File: src/rtl/alu_pkg.sv
// Shared definitions for the ALU issue controller: opcodes, instruction field
// positions, FSM state encoding and the opcode legality check.
package alu_pkg;

  localparam int unsigned NREGS = 4;
  localparam int unsigned DW    = 8;
  localparam int unsigned OPW   = 6;
  localparam int unsigned IW    = 16;

  localparam logic [OPW-1:0] OP_ADD   = 6'b000000;
  localparam logic [OPW-1:0] OP_SUB   = 6'b000001;
  localparam logic [OPW-1:0] OP_MUL   = 6'b000010;
  localparam logic [OPW-1:0] OP_DIV   = 6'b000011;
  localparam logic [OPW-1:0] OP_CMP   = 6'b000100;
  localparam logic [OPW-1:0] OP_NOT   = 6'b001000;
  localparam logic [OPW-1:0] OP_AND   = 6'b001001;
  localparam logic [OPW-1:0] OP_OR    = 6'b001010;
  localparam logic [OPW-1:0] OP_XOR   = 6'b001011;
  localparam logic [OPW-1:0] OP_SHL   = 6'b010000;
  localparam logic [OPW-1:0] OP_SHR   = 6'b010001;
  localparam logic [OPW-1:0] OP_LOADI = 6'b111111;

  localparam int unsigned OP_MSB  = 15;
  localparam int unsigned OP_LSB  = 10;
  localparam int unsigned RD_MSB  = 9;
  localparam int unsigned RD_LSB  = 8;
  localparam int unsigned RS1_MSB = 7;
  localparam int unsigned RS1_LSB = 6;
  localparam int unsigned RS2_MSB = 5;
  localparam int unsigned RS2_LSB = 4;
  localparam int unsigned IMM_MSB = 7;
  localparam int unsigned IMM_LSB = 0;

  typedef enum logic [2:0] {
    StIdle,
    StDecode,
    StOpread,
    StExec,
    StWb,
    StErr
  } state_e;

  // True for opcodes that are forwarded to the ALU (LOADI excluded).
  function automatic logic is_alu_op(input logic [OPW-1:0] op);
    logic res;
    case (op)
      OP_ADD, OP_SUB, OP_MUL, OP_DIV, OP_CMP,
      OP_NOT, OP_AND, OP_OR, OP_XOR, OP_SHL, OP_SHR: res = 1'b1;
      default:                                       res = 1'b0;
    endcase
    return res;
  endfunction

endpackage

File: src/rtl/alu_regfile.sv
// 4x8 register file: two combinational operand reads, one combinational debug
// read and one synchronous write port, synchronously cleared by reset.
import alu_pkg::*;

module alu_regfile (
  input  logic          clk,
  input  logic          reset,
  input  logic [1:0]    rs1_addr,
  input  logic [1:0]    rs2_addr,
  output logic [DW-1:0] rs1_data,
  output logic [DW-1:0] rs2_data,
  input  logic [1:0]    dbg_addr,
  output logic [DW-1:0] dbg_data,
  input  logic          we,
  input  logic [1:0]    wr_addr,
  input  logic [DW-1:0] wr_data
);

  logic [DW-1:0] regs_q [NREGS];

  always_ff @(posedge clk) begin
    if (reset) begin
      for (int i = 0; i < NREGS; i++) begin
        regs_q[i] <= '0;
      end
    end else if (we) begin
      regs_q[wr_addr] <= wr_data;
    end
  end

  assign rs1_data = regs_q[rs1_addr];
  assign rs2_data = regs_q[rs2_addr];
  assign dbg_data = regs_q[dbg_addr];

endmodule

File: src/rtl/alu_issue_ctrl.sv
// Issue controller for an external 8-bit combinational ALU: accepts one
// instruction at a time, stages operands, captures the result, writes back.
import alu_pkg::*;

module alu_issue_ctrl (
  input  logic           clk,
  input  logic           reset,
  input  logic           instr_valid,
  output logic           instr_ready,
  input  logic [IW-1:0]  instr,
  output logic [DW-1:0]  alu_a,
  output logic [DW-1:0]  alu_b,
  output logic [OPW-1:0] alu_op,
  input  logic [DW-1:0]  alu_result,
  output logic           done,
  output logic [1:0]     done_rd,
  output logic [DW-1:0]  done_data,
  output logic           err,
  input  logic [1:0]     dbg_addr,
  output logic [DW-1:0]  dbg_data
);

  state_e         state_q, state_d;
  logic [IW-1:0]  instr_q;
  logic [DW-1:0]  wb_data_q;
  logic [DW-1:0]  alu_a_q, alu_b_q;
  logic [OPW-1:0] alu_op_q;
  logic [DW-1:0]  rs1_data, rs2_data;
  logic           reg_we;

  logic [OPW-1:0] op;
  logic [1:0]     rd, rs1, rs2;
  logic [DW-1:0]  imm;

  assign op  = instr_q[OP_MSB:OP_LSB];
  assign rd  = instr_q[RD_MSB:RD_LSB];
  assign rs1 = instr_q[RS1_MSB:RS1_LSB];
  assign rs2 = instr_q[RS2_MSB:RS2_LSB];
  assign imm = instr_q[IMM_MSB:IMM_LSB];

  alu_regfile u_regfile (
    .clk      (clk),
    .reset    (reset),
    .rs1_addr (rs1),
    .rs2_addr (rs2),
    .rs1_data (rs1_data),
    .rs2_data (rs2_data),
    .dbg_addr (dbg_addr),
    .dbg_data (dbg_data),
    .we       (reg_we),
    .wr_addr  (rd),
    .wr_data  (wb_data_q)
  );

  always_ff @(posedge clk) begin
    if (reset) begin
      state_q   <= StIdle;
      instr_q   <= '0;
      wb_data_q <= '0;
      alu_a_q   <= '0;
      alu_b_q   <= '0;
      alu_op_q  <= '0;
    end else begin
      state_q <= state_d;
      if (state_q == StIdle && instr_valid) begin
        instr_q <= instr;
      end
      // Immediate is staged unconditionally; EXEC overwrites it for ALU ops.
      if (state_q == StDecode) begin
        wb_data_q <= imm;
      end
      if (state_q == StOpread) begin
        alu_a_q  <= rs1_data;
        alu_b_q  <= rs2_data;
        alu_op_q <= op;
      end
      if (state_q == StExec) begin
        wb_data_q <= alu_result;
      end
    end
  end

  always_comb begin
    state_d     = state_q;
    instr_ready = 1'b0;
    reg_we      = 1'b0;
    done        = 1'b0;
    err         = 1'b0;
    done_rd     = '0;
    done_data   = '0;
    case (state_q)
      StIdle: begin
        instr_ready = 1'b1;
        if (instr_valid) begin
          state_d = StDecode;
        end
      end
      StDecode: begin
        if (op == OP_LOADI) begin
          state_d = StWb;
        end else if (is_alu_op(op)) begin
          state_d = StOpread;
        end else begin
          state_d = StErr;
        end
      end
      StOpread: state_d = StExec;
      StExec:   state_d = StWb;
      StWb: begin
        reg_we    = 1'b1;
        done      = 1'b1;
        done_rd   = rd;
        done_data = wb_data_q;
        state_d   = StIdle;
      end
      StErr: begin
        done    = 1'b1;
        err     = 1'b1;
        done_rd = rd;
        state_d = StIdle;
      end
      default: state_d = StIdle;
    endcase
  end

  assign alu_a  = alu_a_q;
  assign alu_b  = alu_b_q;
  assign alu_op = alu_op_q;

endmodule

File: config.mk
export PLATFORM = sky130hd
export DESIGN_NAME = alu_issue_ctrl
export DESIGN_NICKNAME = d
export VERILOG_FILES = /design/src/rtl/alu_pkg.sv /design/src/rtl/alu_regfile.sv /design/src/rtl/alu_issue_ctrl.sv
export SDC_FILE = /design/constraint.sdc
export NUM_CORES = 1
export LEC_CHECK = 0
export CELL_PAD_IN_SITES_DETAIL_PLACEMENT = 0
export CELL_PAD_IN_SITES_GLOBAL_PLACEMENT = 2
export CORE_ASPECT_RATIO = 1.75
export CORE_MARGIN = 1
export CORE_UTILIZATION = 31
export DETAILED_ROUTE_END_ITERATION = 8
export GPL_TIMING_DRIVEN = 0
export PLACE_DENSITY = 0.87
export REMOVE_ABC_BUFFERS = 1
export SYNTH_ARGS = -nofsm -noshare
export SYNTH_HDL_FRONTEND = slang
export SYNTH_SLANG_ARGS = --single-unit
File: constraint.sdc
create_clock -name clk -period 1.8 [get_ports clk]
set_clock_uncertainty 0.1 [all_clocks]
set_input_delay 0.36 -clock clk [delete_from_list [all_inputs] [get_ports clk]]
set_output_delay 0.36 -clock clk [all_outputs]
set_load 0.01 [all_outputs]
* Word-level counts from Yosys, hierarchy flattened
Memories as Yosys holds them, arrays and structs flattened. A register that Yosys moved wholly into a read port is not among the register bits.
Cells that the tools add are included.
** Operators by class
- Reductions and logical operators :: 5
- Multiplexer cells :: 25
- Equal/unequal tests :: 7
** Operators by type and width (count)
- 8-bit 2-to-1 mux :: 4
- 1-bit 2-to-1 mux :: 13
- 3-bit case mux with 4 select lines :: 1
- 5-bit 2-to-1 mux :: 2
- 3-bit 2-to-1 mux :: 3
- 8-bit OR reduction :: 1
- 3-bit by 2-bit equality test with 1-bit output, second input constant :: 2
- 3-bit equality test, second input constant :: 2
- 6-bit equality test, second input constant :: 1
- 2-bit 2-to-1 mux :: 2
- 3-bit by 1-bit equality test with 1-bit output, second input constant :: 1
- 3-bit logical NOT :: 1
- 2-bit != test, second input constant :: 1
- 2-bit nonzero test :: 1
- 2-bit OR reduction :: 1
- 1-bit logical AND :: 1
** Storage, ports and cells
- Output and inout port bits :: 43
- Memory bits (writable) :: 32
- Memory bits (read-only) :: 32
- Register bits after elaboration :: 33
- Logic and storage cells :: 43
- Memories :: 2
** Memory list
- (name not given) :: depth 32, bits a word 1, read ports 1, clocked after Yosys merged registers in 1, wr ports 0, line alu_pkg.sv:46 : case (op)
- u_regfile.regs_q :: depth 4, bits a word 8, read ports 3, clocked after Yosys merged registers in 2, wr ports 4, line alu_regfile.sv:19 : logic [DW-1:0] regs_q [NREGS];

* Depth between registers and ports, before layout
- Depth in word-level cells :: 7
- Mapped depth :: 6
- Depth with buffers taken out :: 3

* Modules after synthesis
From an unflattened synthesis, not the netlist that was laid out.
** Second synthesis, totals
- Cell total of the unflattened synthesis :: 344
- Area total of the unflattened synthesis :: 3888.7 sq um
** By module, submodules not included
- alu_issue_ctrl :: area each 2020.7 sq um, seq. area each 1001.0 sq um, instances 1, cells each 240
- alu_regfile :: area each 1868.0 sq um, seq. area each 960.9 sq um, instances 1, cells each 104

* Worst setup path after synthesis
Ideal clock, no wire load.
- Kind :: input -> register
- Start :: input port reset
- End :: memory u_regfile.regs_q[0][0], enable pin
- Stages :: 5
- Path slack :: -113 ps
- Arrival :: 1483 ps
- Data required time :: 1371 ps
- Cell sequence :: buf_2 -> nor4b_2 -> buf_2 -> nor3b_2 -> or2_1
** RTL lines
- start: declaration :: line alu_issue_ctrl.sv:7 : input logic reset,
- end: declaration :: line alu_regfile.sv:19

==> impl_metrics.tcl <==
set metrics [dict create \
    status "finished, violations left" \
    violations "setup timing" \
    hold_viol_final 0 \
    drc 0 \
    dp_cells 559 \
    io_buffers 71 \
    yosysUniqueCellTypes 35 \
    final_max_slew_viol_count 0 \
    io_pins 72 \
    grt_max_degree 23 \
    finalCritPeriodShare_pct 104 \
    muxShareOfSynthArea_pct 16.1 \
    synthAdderAreaFrac_pct 0 \
    grtUsageTotal_pct 15.8 \
    synth_edf_count 32 \
    holdCritStartpoint "reset" \
    relSlewSlack_pct 46.8 \
    syn_area_per_cell_um2 11.3 \
    reg2reg_slack_ps -20 \
    rsz0062_at_grt "yes" \
    whs_ps 246 \
    yosysTopAreaCell "dfxtp_1" \
    fin_cells 624 \
    critPathLaunchType "register" \
    synth_compound_area_share_pct 9.21 \
    synthCells 347 \
    n_antenna_cell 0 \
    cts_buffer_depth 2 \
    cts_hold_buf 0 \
    synth_top_family_by_area "simple AND/OR/NAND/NOR gates" \
    yosysWarningCount 0 \
    grt_pass1_vias 2916 \
    tritoncts.num_buffers 9 \
    ir_drop_mv 0.467 \
    synth_area_leaders "dfxtp_1 25%, edfxtp_1 24%, mux4_2 14%, and2_1 6.9%, nand2_1 6.3%" \
    initial_core_util_pct 31.6 \
    vias 2935 \
    gp_congestion 0.744 \
    crit_fanout 2 \
    ys_ff_latch 82 \
    setup_violations 23 \
    routed_wl_um 9860 \
    cpLargestDelayFamily "multiplexers" \
    async_reset_ff_share_pct 0 \
    timing.fmax_mhz 535 \
    hold_class "primary input to register" \
    crit_required_ps 1340 \
    worstMarginPinSlew_ps 794 \
    n_fill_cell 1194 \
    cp.arrival_ps 1410 \
    cts_sinks 82 \
    path_class "register to primary output" \
    synth_ff_type "dfxtp_1" \
    die_height_um 151 \
    via_per_inst 4.70 \
    cap_violations 0 \
    path_cells "mux4_2 -> buf_6" \
    drive_gt1_share_pct 35.1 \
    grt_antenna_before_repair 0 \
    grt_pass1_wl_um 15200 \
    first_pass_iters 4 \
    die_x_um 87.1 \
    crit_start "u_regfile.regs_q[3][1]" \
    cp-end-kind "primary output" \
    yosys.area_share.xor_xnor_pct 0 \
    drt_iter0_markers 125 \
    synthSimpleGateAreaFrac_pct 20.7 \
    path_buf_inv 1 \
    syn_area_um2 3930 \
    core_region_area_um2 12400 \
    cts_tree "built" \
    leakagePower_uw 0.00201 \
    clock_latency_ps 340 \
    cts_root_buffer "clkbuf_16" \
    cp_slowest_cell "mux4_2" \
    synth_top_area_share_pct 25.5 \
    htreeDepth 3 \
    hpwl_um 6530 \
    power_density_nw_per_um2 905 \
    max_stage_delay_ps 510 \
    rows 54 \
    fin_crit_ps 1870 \
    area_growth_syn_to_layout_pct 39.9 \
    postRouteAntennaNets 0 \
    die-area_um2 13100 \
    cts.reportedPaths.clkPinSlew_ps 60 \
    wl_per_cell_um 15.8 \
    fin_ws_ps -69.1 \
    r2r-start "state_q[1]" \
    ys_seq_area_share_pct 50.0 \
    fin_nets 480 \
    overflow 0 \
]
[synthesized netlist by cell type, types with 2 or more instances]
master,count
or3_1,2
clkbuf_1,6
mux2i_1,9
and2_1,43
mux4_2,24
buf_2,15
buf_6,3
nor2_1,8
or2_1,2
a21oi_2,10
a211oi_1,8
nor3_1,3
nand2_2,10
edfxtp_1,32
nor3b_2,3
nor3b_1,2
buf_4,3
o31a_1,2
a21oi_1,28
dfxtp_1,50
and3b_1,2
nor2b_1,3
o211ai_1,2
nand2_1,66
[sequential cells by signal (all words and copies together), names as in the netlist, named ones only]
register and flops:
wb_data_q 8, alu_b 8, u_regfile.regs_q 32, alu_op 6
state_q 3, instr_q 16, alu_a 8
[layer usage]
layer / GRT usage [%] / share of wire [%]
met1: 15.8 / 36
met2: 29.6 / 57
met3: 4.03 / 3.8
met4: 7.67 / 2.8
met5: 0 / 0
[path summary, 6_finish.rpt]
check | endpoint | cells after the start
worst max-delay path | dbg_data[1] | 2
worst min-delay path | instr_q[12] | 2
worst max register to register | u_regfile.regs_q[0][4] | 5
worst min register to register | alu_a[0] | 2
[cells in the final DEF (no fill, tap or decap), types with 3 or more instances in the layout]
| cell type | Yosys | routed |
|---|---|---|
| clkbuf_16 | 0 | 10 |
| a21oi_1 | 28 | 28 |
| buf_6 | 3 | 17 |
| nor2_1 | 8 | 8 |
| mux2i_1 | 9 | 9 |
| dfxtp_1 | 50 | 46 |
| dfxtp_4 | 0 | 3 |
| nor3_1 | 3 | 3 |
| clkbuf_2 | 0 | 3 |
| a21oi_2 | 10 | 10 |
| mux4_2 | 24 | 24 |
| nand2_2 | 10 | 10 |
| nor3b_4 | 0 | 3 |
| edfxtp_1 | 32 | 32 |
| or2_4 | 0 | 3 |
| buf_2 | 15 | 3 |
| and2_4 | 0 | 8 |
| clkdlybuf4s50_1 | 0 | 47 |
| and2_1 | 43 | 35 |
| clkinv_2 | 0 | 3 |
| nand2_1 | 66 | 66 |
| a211oi_1 | 8 | 8 |
| buf_4 | 3 | 44 |
[stage by stage]
step / setup TNS [ps] / setup slack (ps) / utilization, % / instance area, µm² / power (µW)
finish: -661 / -69.1 / 44.2 / 5490 / 4970
global route: -3390 / -129 / 44.2 / 5490 / 5210
CTS: -1260 / -178 / 44.0 / 5460 / 5000
detailed placement: -88770 / -1270 / 37.8 / 4700 / 3030
global placement: -206270 / -2800 / 37.7 / 4690 / 3010
floorplan: -10660 / -350 / - / 3770 / 2680
[layout make-up]
type / count / area (µm²) / share of cell area [%]
multi-input combinational: 238 / 1890 / 34.4
clock inverter: 4 / 21.3 / 0.387
tap: 168 / 210 / 3.83
sequential: 82 / 1970 / 35.9
clock buffer: 12 / 278 / 5.06
timing repair buffer: 120 / 1120 / 20.4
[kinds of logic (layout without fill, tap and decap cells)]
kind of cell,Yosys count,count (layout)
AO/OA/AOI/OAI,54,54
buffers and inverters,28,136
flip-flops,82,82
multiplexers,33,33
AND/OR/NAND/NOR,150,151
[what timing repair did]
action                     in CTS  in global routing
setup endpoints to repair     133                 77
resized for setup             121                 12
pin swaps                       3                  3
buffers inserted               40                  8
gates cloned                    2                  1
[power by group]
group,leakage [µW],internal (µW),total (µW),switching [µW]
Sequential,0.000741,2060,2210,154
Clock,0.000154,1090,1800,716
Combinational,0.00111,514,955,441
Note: power is estimated with default switching activity, not from simulation.
